[src/rtl/stream_mux_arb.sv]
// N:1 streaming multiplexer with run-time selectable arbitration (fixed, round-robin, forced)
// feeding a one-entry registered output stage with valid/ready handshakes.

module stream_mux_arb_lane #(
    parameter int WIDTH = 5
) (
    input  logic             i_grant,
    input  logic             i_can_load,
    input  logic             i_rst,
    input  logic             i_valid,
    input  logic [WIDTH-1:0] i_data,
    output logic             o_ready,
    output logic             o_xfer,
    output logic [WIDTH-1:0] o_data
);
    assign o_ready = i_grant & i_can_load & ~i_rst;
    assign o_xfer  = o_ready & i_valid;
    // Masked so the top can OR-reduce lanes instead of building a wide mux.
    assign o_data  = {WIDTH{o_xfer}} & i_data;
endmodule

module stream_mux_arb #(
    parameter  int WIDTH    = 5,
    parameter  int CHANNELS = 4,
    localparam int SEL_W    = $clog2(CHANNELS)
) (
    input  logic                      i_clk,
    input  logic                      i_rst,
    input  logic [CHANNELS*WIDTH-1:0] i_in_data,
    input  logic [CHANNELS-1:0]       i_in_valid,
    output logic [CHANNELS-1:0]       o_in_ready,
    input  logic [1:0]                i_mode,
    input  logic [SEL_W-1:0]          i_force_sel,
    output logic [WIDTH-1:0]          o_out_data,
    output logic                      o_out_valid,
    input  logic                      i_out_ready,
    output logic [SEL_W-1:0]          o_out_chan
);
    localparam logic [1:0] MODE_RR    = 2'b01;
    localparam logic [1:0] MODE_FORCE = 2'b10;

    logic [WIDTH-1:0]                r_out_data;
    logic                            r_out_valid;
    logic [SEL_W-1:0]                r_out_chan;
    logic [SEL_W-1:0]                r_rr_ptr;

    logic                            w_can_load;
    logic [CHANNELS-1:0]             w_hi_mask;
    logic [CHANNELS-1:0]             w_force_hit;
    logic [CHANNELS-1:0]             w_low_all;
    logic [CHANNELS-1:0]             w_low_hi;
    logic [CHANNELS-1:0]             w_grant;
    logic [CHANNELS-1:0]             w_xfer;
    logic [CHANNELS-1:0][WIDTH-1:0]  w_lane_data;
    logic [WIDTH-1:0]                w_sel_data;
    logic [SEL_W-1:0]                w_xfer_idx;
    logic                            w_any_xfer;

    function automatic logic [CHANNELS-1:0] f_lowest(input logic [CHANNELS-1:0] v);
        logic [CHANNELS-1:0] g;
        g = '0;
        for (int i = 0; i < CHANNELS; i++)
            if (v[i] && g == '0) g[i] = 1'b1;
        return g;
    endfunction

    assign w_can_load = ~r_out_valid | i_out_ready;

    genvar gi;
    generate
        for (gi = 0; gi < CHANNELS; gi++) begin : g_lane
            // Round-robin scans channels at or above the pointer first, then wraps to the rest.
            assign w_hi_mask[gi]   = (SEL_W'(gi) >= r_rr_ptr);
            assign w_force_hit[gi] = (SEL_W'(gi) == i_force_sel) & i_in_valid[gi];

            stream_mux_arb_lane #(.WIDTH(WIDTH)) u_lane (
                .i_grant    (w_grant[gi]),
                .i_can_load (w_can_load),
                .i_rst      (i_rst),
                .i_valid    (i_in_valid[gi]),
                .i_data     (i_in_data[gi*WIDTH +: WIDTH]),
                .o_ready    (o_in_ready[gi]),
                .o_xfer     (w_xfer[gi]),
                .o_data     (w_lane_data[gi])
            );
        end
    endgenerate

    always_comb begin
        w_low_all = f_lowest(i_in_valid);
        w_low_hi  = f_lowest(i_in_valid & w_hi_mask);
        case (i_mode)
            MODE_RR:    w_grant = (w_low_hi != '0) ? w_low_hi : w_low_all;
            MODE_FORCE: w_grant = w_force_hit;
            default:    w_grant = w_low_all;
        endcase
    end

    always_comb begin
        w_xfer_idx = '0;
        w_sel_data = '0;
        for (int i = 0; i < CHANNELS; i++) begin
            if (w_xfer[i]) w_xfer_idx = SEL_W'(i);
            w_sel_data = w_sel_data | w_lane_data[i];
        end
    end

    assign w_any_xfer = |w_xfer;

    always_ff @(posedge i_clk or posedge i_rst) begin
        if (i_rst) begin
            r_out_data  <= '0;
            r_out_valid <= 1'b0;
            r_out_chan  <= '0;
            r_rr_ptr    <= '0;
        end else if (w_any_xfer) begin
            r_out_data  <= w_sel_data;
            r_out_chan  <= w_xfer_idx;
            r_out_valid <= 1'b1;
            r_rr_ptr    <= (w_xfer_idx == SEL_W'(CHANNELS-1)) ? '0 : w_xfer_idx + SEL_W'(1);
        end else if (i_out_ready) begin
            r_out_valid <= 1'b0;
        end
    end

    assign o_out_data  = r_out_data;
    assign o_out_valid = r_out_valid;
    assign o_out_chan  = r_out_chan;
endmodule

[config.mk]
export PLATFORM = sky130hd
export DESIGN_NAME = stream_mux_arb
export DESIGN_NICKNAME = d
export VERILOG_FILES = /design/src/rtl/stream_mux_arb.sv
export SDC_FILE = /design/constraint.sdc
export NUM_CORES = 1
export LEC_CHECK = 0
export CORE_ASPECT_RATIO = 0.8
export CORE_UTILIZATION = 48
export DETAILED_ROUTE_END_ITERATION = 8
export DONT_BUFFER_PORTS = 1
export SYNTH_ARGS = -nofsm -noshare
export SYNTH_HDL_FRONTEND = slang
export SYNTH_SLANG_ARGS = --single-unit
[constraint.sdc]
create_clock -name i_clk -period 3.6 [get_ports i_clk]
set_clock_uncertainty 0.15 [all_clocks]
set_input_delay 0.54 -clock i_clk [delete_from_list [all_inputs] [get_ports i_clk]]
set_output_delay 0.54 -clock i_clk [all_outputs]
set_load 0.005 [all_outputs]
==> impl_metrics.toml, run 1 <==
[power]
comb_power_share = 0.300
seqPwrFrac = 0.463
swShare = 0.341
clkPwrFrac = 0.237
internal_power_uw = 278
power_switching_uw = 144
cellPowerDensity_mw_per_mm2 = 535
irDropWorstVdd_uv = 307
p_leak_uw = 0.000350

[synth]
post-synth-top-count-cell = "inv_1"
synth.top_cells.by_area = "dfrtp_1 32%, inv_1 6.8%, o211ai_1 6.8%"
synth_top_cell_area_share = 0.322
synthCells = 98
yosys-top-cells-count = "14 x inv_1, 10 x dfrtp_1, 9 x nand2_1"
synth-main-ff-cell = "dfrtp_1"
yosysWarnings = 0
yosys.cell_types.count = 30
synth_area_um2 = 778
synth_nets = 131
synth_area_leader_cell = "dfrtp_1"
async_flop_share = 1.00
avgSynthCellArea_um2 = 7.94
synth_edf_count = 0
seq_area_frac_synth = 0.322
synth.ff_latch_count = 10

[placement]
port_buffers = 0
dp_hpwl_um = 1350
placed_cells = 109
place.gp.congestion = 0.917

[drt]
wl_met1_um = 793
dr.pass1.iters = 4
wl_met2_um = 778
vias = 682
wl_met3_um = 179
drt_iter0_markers = 24
wl_per_cell_um = 15.4
wl_um = 1750
antenna_left = 0
route.top_layer_used = "met3"
vias_per_cell = 5.98
remaining_drc_errors = 0

[global_routing]
grt_remaining_overflow = 0
grt_pass1_vias = 612
grt_usage = 0.212
grt_start_max_net_pins = 12
grt_pass1_wl_um = 2630
antenna_found_initial = 0

[outcome]
status = "finished clean"

[worst_setup_path]
timing.rr.end = "o_out_data[2]$_DFFE_PP0P_"
r2r_start = "r_rr_ptr[0]$_DFFE_PP0P_"
path_class = "reg -> out"
crit_family = "compound AO/OA/AOI/OAI gates"
endpoint = "o_in_ready[1]"
cp_max_fo = 11
arrival_ns = 2.06
cp_num_buf_inv = 0
required_ns = 2.91
r2r_setup_slack_ns = 1.07
slowest_delay_ns = 0.77
setup.worst_path.start = "r_rr_ptr[0]$_DFFE_PP0P_"
worstPathCellList = "nand2b_1, a21oi_1, or3b_1, a31oi_1"
slowest_stage = "a31oi_1"
crit_path_start_kind = "register"
cp.depth = 4
rr_worst_depth = 6
end_kind = "output port"

[clock_network]
clock-sinks = 10
clk_transition_reported_paths_ns = 0.07
cts_tree = "yes"
cts.repair.resized = 0
cts_setup_buffers = 0
cts_max_level = 1
cts-root-buf = "clkbuf_4"
cts_made_buffers = 3
worstSkewPairLatency_ns = 0.26
postCtsHoldBufs = 1
cts_buffer_depth = 2

[sta]
max_freq_ghz = 0.364
hold_violations = 0
hold-worst-slack_ns = 0.260
tightest_slew_ns = 0.936
fin_tns_setup_ns = 0
setup_viol = 0
finalCritPeriodShare = 0.763
drv_slew = 0
rsz0062_at_grt = "no"
slew_headroom = 0.373
layout_min_cycle_time_ns = 2.75

[floorplanning]
io_pins = 43
die_y_um = 38.0
coreArea_mm2 = 0.00146
die_area_mm2 = 0.00179
dieWidth_um = 47.0
fp-row-count = 12
start_util = 0.534

[layout]
final_cells = 114
area_growth_pct = 1.61
layout-drive-gt1-share = 0.0430
nFillCells = 150
diodes = 0
num-nets-final = 127

[hold_path]
hp-class = "in -> reg"

[flow_run]
maxCapViolCount = 0
==> power by group through the flow <==
| stage | Clock, uW | Combinational (uW) | Sequential [uW] |
|---|---|---|---|
| after floorplan | 0 | 115 | 188 |
| after CTS | 105 | 127 | 196 |
| after global placement | 0 | 130 | 196 |
| after global routing | 110 | 145 | 203 |
| after detailed placement | 0 | 126 | 198 |
| final | 100 | 127 | 196 |
==> layer usage <==
layer | global-route usage | up-vias
li1 | - | 343
met1 | 0.323 | 306
met2 | 0.271 | 33
met3 | 0.0896 | 0
met4 | 0.0429 | 0
met5 | 0 | -
==> placed cells by master, fill, tap and decap left out, drive strengths merged, types with 2 or more instances in the layout <==
master | synthesis | routed
a222oi | 5 | 5
nor2 | 4 | 4
and3 | 3 | 3
nor2b | 2 | 2
or2 | 2 | 2
a21oi | 5 | 5
ha | 2 | 2
o21bai | 2 | 2
a31oi | 3 | 3
nand3 | 2 | 2
dfrtp | 10 | 10
nand2b | 4 | 4
clkbuf | 2 | 4
inv | 14 | 14
nor3 | 2 | 2
o21ai | 3 | 3
o211ai | 7 | 7
nand2 | 9 | 9
==> through the flow <==
stage / setup slack, ns / total power (uW) / utilization / area, um^2
after floorplan: 1.07 / 303 / - / 778
after global placement: 0.826 / 326 / 0.511 / 744
after detailed placement: 0.788 / 324 / 0.511 / 744
after CTS: 0.844 / 429 / 0.543 / 791
after global routing: 0.637 / 458 / 0.543 / 791
final: 0.853 / 423 / 0.543 / 791
==> how the worst min path moves through the flow <==
stage          cells past startpoint                   endpoint  slack, ns          from
6_report                           2  o_out_data[1]$_DFFE_PP0P_       0.26  i_in_data[6]
4_1_cts                            2  o_out_data[4]$_DFFE_PP0P_       0.25  i_in_data[9]
2_1_floorplan                      1  o_out_chan[0]$_DFFE_PP0P_       0.23         i_rst
5_1_grt                            2  o_out_data[4]$_DFFE_PP0P_       0.25  i_in_data[9]
3_3_place_gp                       1  o_out_data[0]$_DFFE_PP0P_       0.28         i_rst
3_5_place_dp                       1  o_out_data[2]$_DFFE_PP0P_       0.28         i_rst
==> cells by family (layout without fill, tap and decap cells) <==
| logic type | after synthesis | after routing | synth area share |
|---|---|---|---|
| simple gates | 31 | 31 | 0.207 |
| buf+inv | 24 | 19 | 0.145 |
| compound gates | 31 | 31 | 0.294 |
| flops | 10 | 10 | 0.322 |
| fa+ha+maj | 2 | 2 | 0.0321 |
==> worst reg2reg max path, cell delays in order, from the launching register on <==
cell	delay (ns)
dfrtp_1	0.39
nand2b_1	0.16
a21oi_1	0.11
or3b_1	0.37
a31oi_1	0.77
or4_1	0.34
o211ai_1	0.12
==> sequential cells by signal (all words and copies together) (netlist names) <==
signal       flops
o_out_data       5
o_out_chan       2
r_rr_ptr         2
o_out_valid      1
==> final cells by class <==
type | count | area (um^2) | area share
clock buffers | 4 | 36.3 | 0.0459
repair buffers | 1 | 10.0 | 0.0127
multi-input cells | 64 | 415 | 0.525
well taps | 21 | 26.3 | 0.0332
inverters | 14 | 52.6 | 0.0665
flip-flops and latches | 10 | 250 | 0.316
Note: power is estimated with default switching activity, not from simulation.
==> run 2, diff against run 1 <==
==> constraint.sdc (replaced) <==
create_clock -name i_clk -period 2.7 [get_ports i_clk]
set_clock_uncertainty 0.15 [all_clocks]
set_input_delay 0.405 -clock i_clk [delete_from_list [all_inputs] [get_ports i_clk]]
set_output_delay 0.405 -clock i_clk [all_outputs]
set_load 0.005 [all_outputs]
==> run 2 against run 1 <==
Net effect: sequential power up 33%; power up 26%; first-iteration DRC count up 4.2%; die area unchanged; global-route usage up 1.2 points; largest power group unchanged.
==> impl_metrics.toml, run 2 (synthesis results as in run 1) <==
[sta]
rsz0062_at_grt = "no"
layout_min_cycle_time_ns = 2.29
drv_slew = 0
slew_headroom = 0.739
tightest_slew_ns = 0.391
setup_viol = 0
max_freq_ghz = 0.437
hold_violations = 0
fin_tns_setup_ns = 0
finalCritPeriodShare = 0.847

[layout]
diodes = 0
largest_reg_flops = 5
area_growth_pct = 3.70
nFillCells = 153
num-nets-final = 131
utilization = 0.554
final_cell_mix = "14 x inv_1, 10 x dfrtp_1, 9 x nand2_1"
mostFrequentLayoutCell = "inv_1"
layout-drive-gt1-share = 0.0729
design_area_um2 = 807

[hold_path]
min_from = "i_in_data[9]"
hp-class = "in -> reg"

[floorplanning]
start_util = 0.534
io_pins = 43
dieWidth_um = 47.0
die_y_um = 38.0
coreArea_mm2 = 0.00146
die_area_mm2 = 0.00179
fp-row-count = 12

[drt]
antenna_left = 0
wl_per_cell_um = 15.6
drt_iter0_markers = 25
dr.pass1.iters = 4
vias = 708
remaining_drc_errors = 0
vias_per_cell = 6.05
wl_um = 1830

[clock_network]
clk_transition_reported_paths_ns = 0.06
cts_made_buffers = 3
clock-sinks = 10
worstSkewPairLatency_ns = 0.26
cts_max_level = 1
cts_buffer_depth = 2
cts_tree = "yes"
cts_setup_buffers = 0
cts-root-buf = "clkbuf_4"

[worst_setup_path]
crit_path_start_kind = "register"
crit_family = "simple AND/OR/NAND/NOR gates"
slowest_stage = "or4_1"
cp_num_buf_inv = 0
r2r_start = "r_rr_ptr[1]$_DFFE_PP0P_"
worstPathCellList = "nand2_1, a311oi_1, a2111o_1, and3_1, or4_1, or2_1"
path_class = "reg -> reg"
arrival_ns = 2.28
end_kind = "register"
slowest_delay_ns = 0.58
setup.worst_path.start = "r_rr_ptr[1]$_DFFE_PP0P_"
required_ns = 2.70
cp_max_fo = 7

[placement]
port_buffers = 0
dp_hpwl_um = 1390
place.gp.congestion = 0.864
place_area_um2 = 774

[power]
irDropWorstVdd_uv = 392
power.total_uw = 533
cellPowerDensity_mw_per_mm2 = 660
p_leak_uw = 0.000364

[global_routing]
grt_usage = 0.224
grt_pass1_wl_um = 2770
grt_start_max_net_pins = 11
grt_pass1_vias = 663
antenna_found_initial = 0
grt_remaining_overflow = 0

[outcome]
status = "finished clean"

[flow_run]
maxCapViolCount = 0
run 2: cell type report:
class	count	area (um^2)	area share
flip-flops and latches	10	250	0.310
inverters	14	52.6	0.0651
multi-input cells	64	415	0.515
repair buffers	5	40.0	0.0496
well taps	21	26.3	0.0326
clock buffers	3	22.5	0.0279
run 2: layer usage:
layer / part of all wire / wire length (um) / up-vias / global-route usage
met3: 0.11 / 209 / 0 / 0.0849
met5: 0 / 0 / - / 0
met4: 0 / 0 / 0 / 0
li1: - / - / 344 / -
met1: 0.47 / 852 / 325 / 0.321
met2: 0.42 / 766 / 39 / 0.340
run 2: path summary, 6_finish.rpt:
check                                            end  slack [ns]  cells after the start
hold / removal             o_out_data[4]$_DFFE_PP0P_        0.13                      2
setup / recovery             o_out_valid$_DFFE_PP0P_        0.41                      6
max in group asynchronous  o_out_data[3]$_DFFE_PP0P_        1.70                      2
hold reg to reg            o_out_chan[1]$_DFFE_PP0P_        0.37                      1
setup reg to reg             o_out_valid$_DFFE_PP0P_        0.41                      6
min in group asynchronous  o_out_data[1]$_DFFE_PP0P_        0.43                      2
run 2: what timing repair did:
item / in CTS / in global routing
hold buffers: 1 / 0
setup endpoints to repair: 0 / 0
hold endpoints to repair: 10 / 0
gates resized for setup: 0 / 0
run 2: stage by stage:
stage	cells	hold WS, ns	setup slack, ns
after detailed placement	113	0.142	0.194
after global placement	113	0.140	0.226
after CTS	117	0.127	0.392
after global routing	117	0.131	0.320
final	117	0.132	0.414
after floorplan	98	0.0952	0.307
run 2: power breakdown:
group / total (uW) / leakage (uW) / switching [uW] / internal [uW]
Combinational: 176 / 0.000231 / 89.8 / 85.8
Clock: 96.8 / 0.0000138 / 45.6 / 51.2
Sequential: 260 / 0.000119 / 51.3 / 209
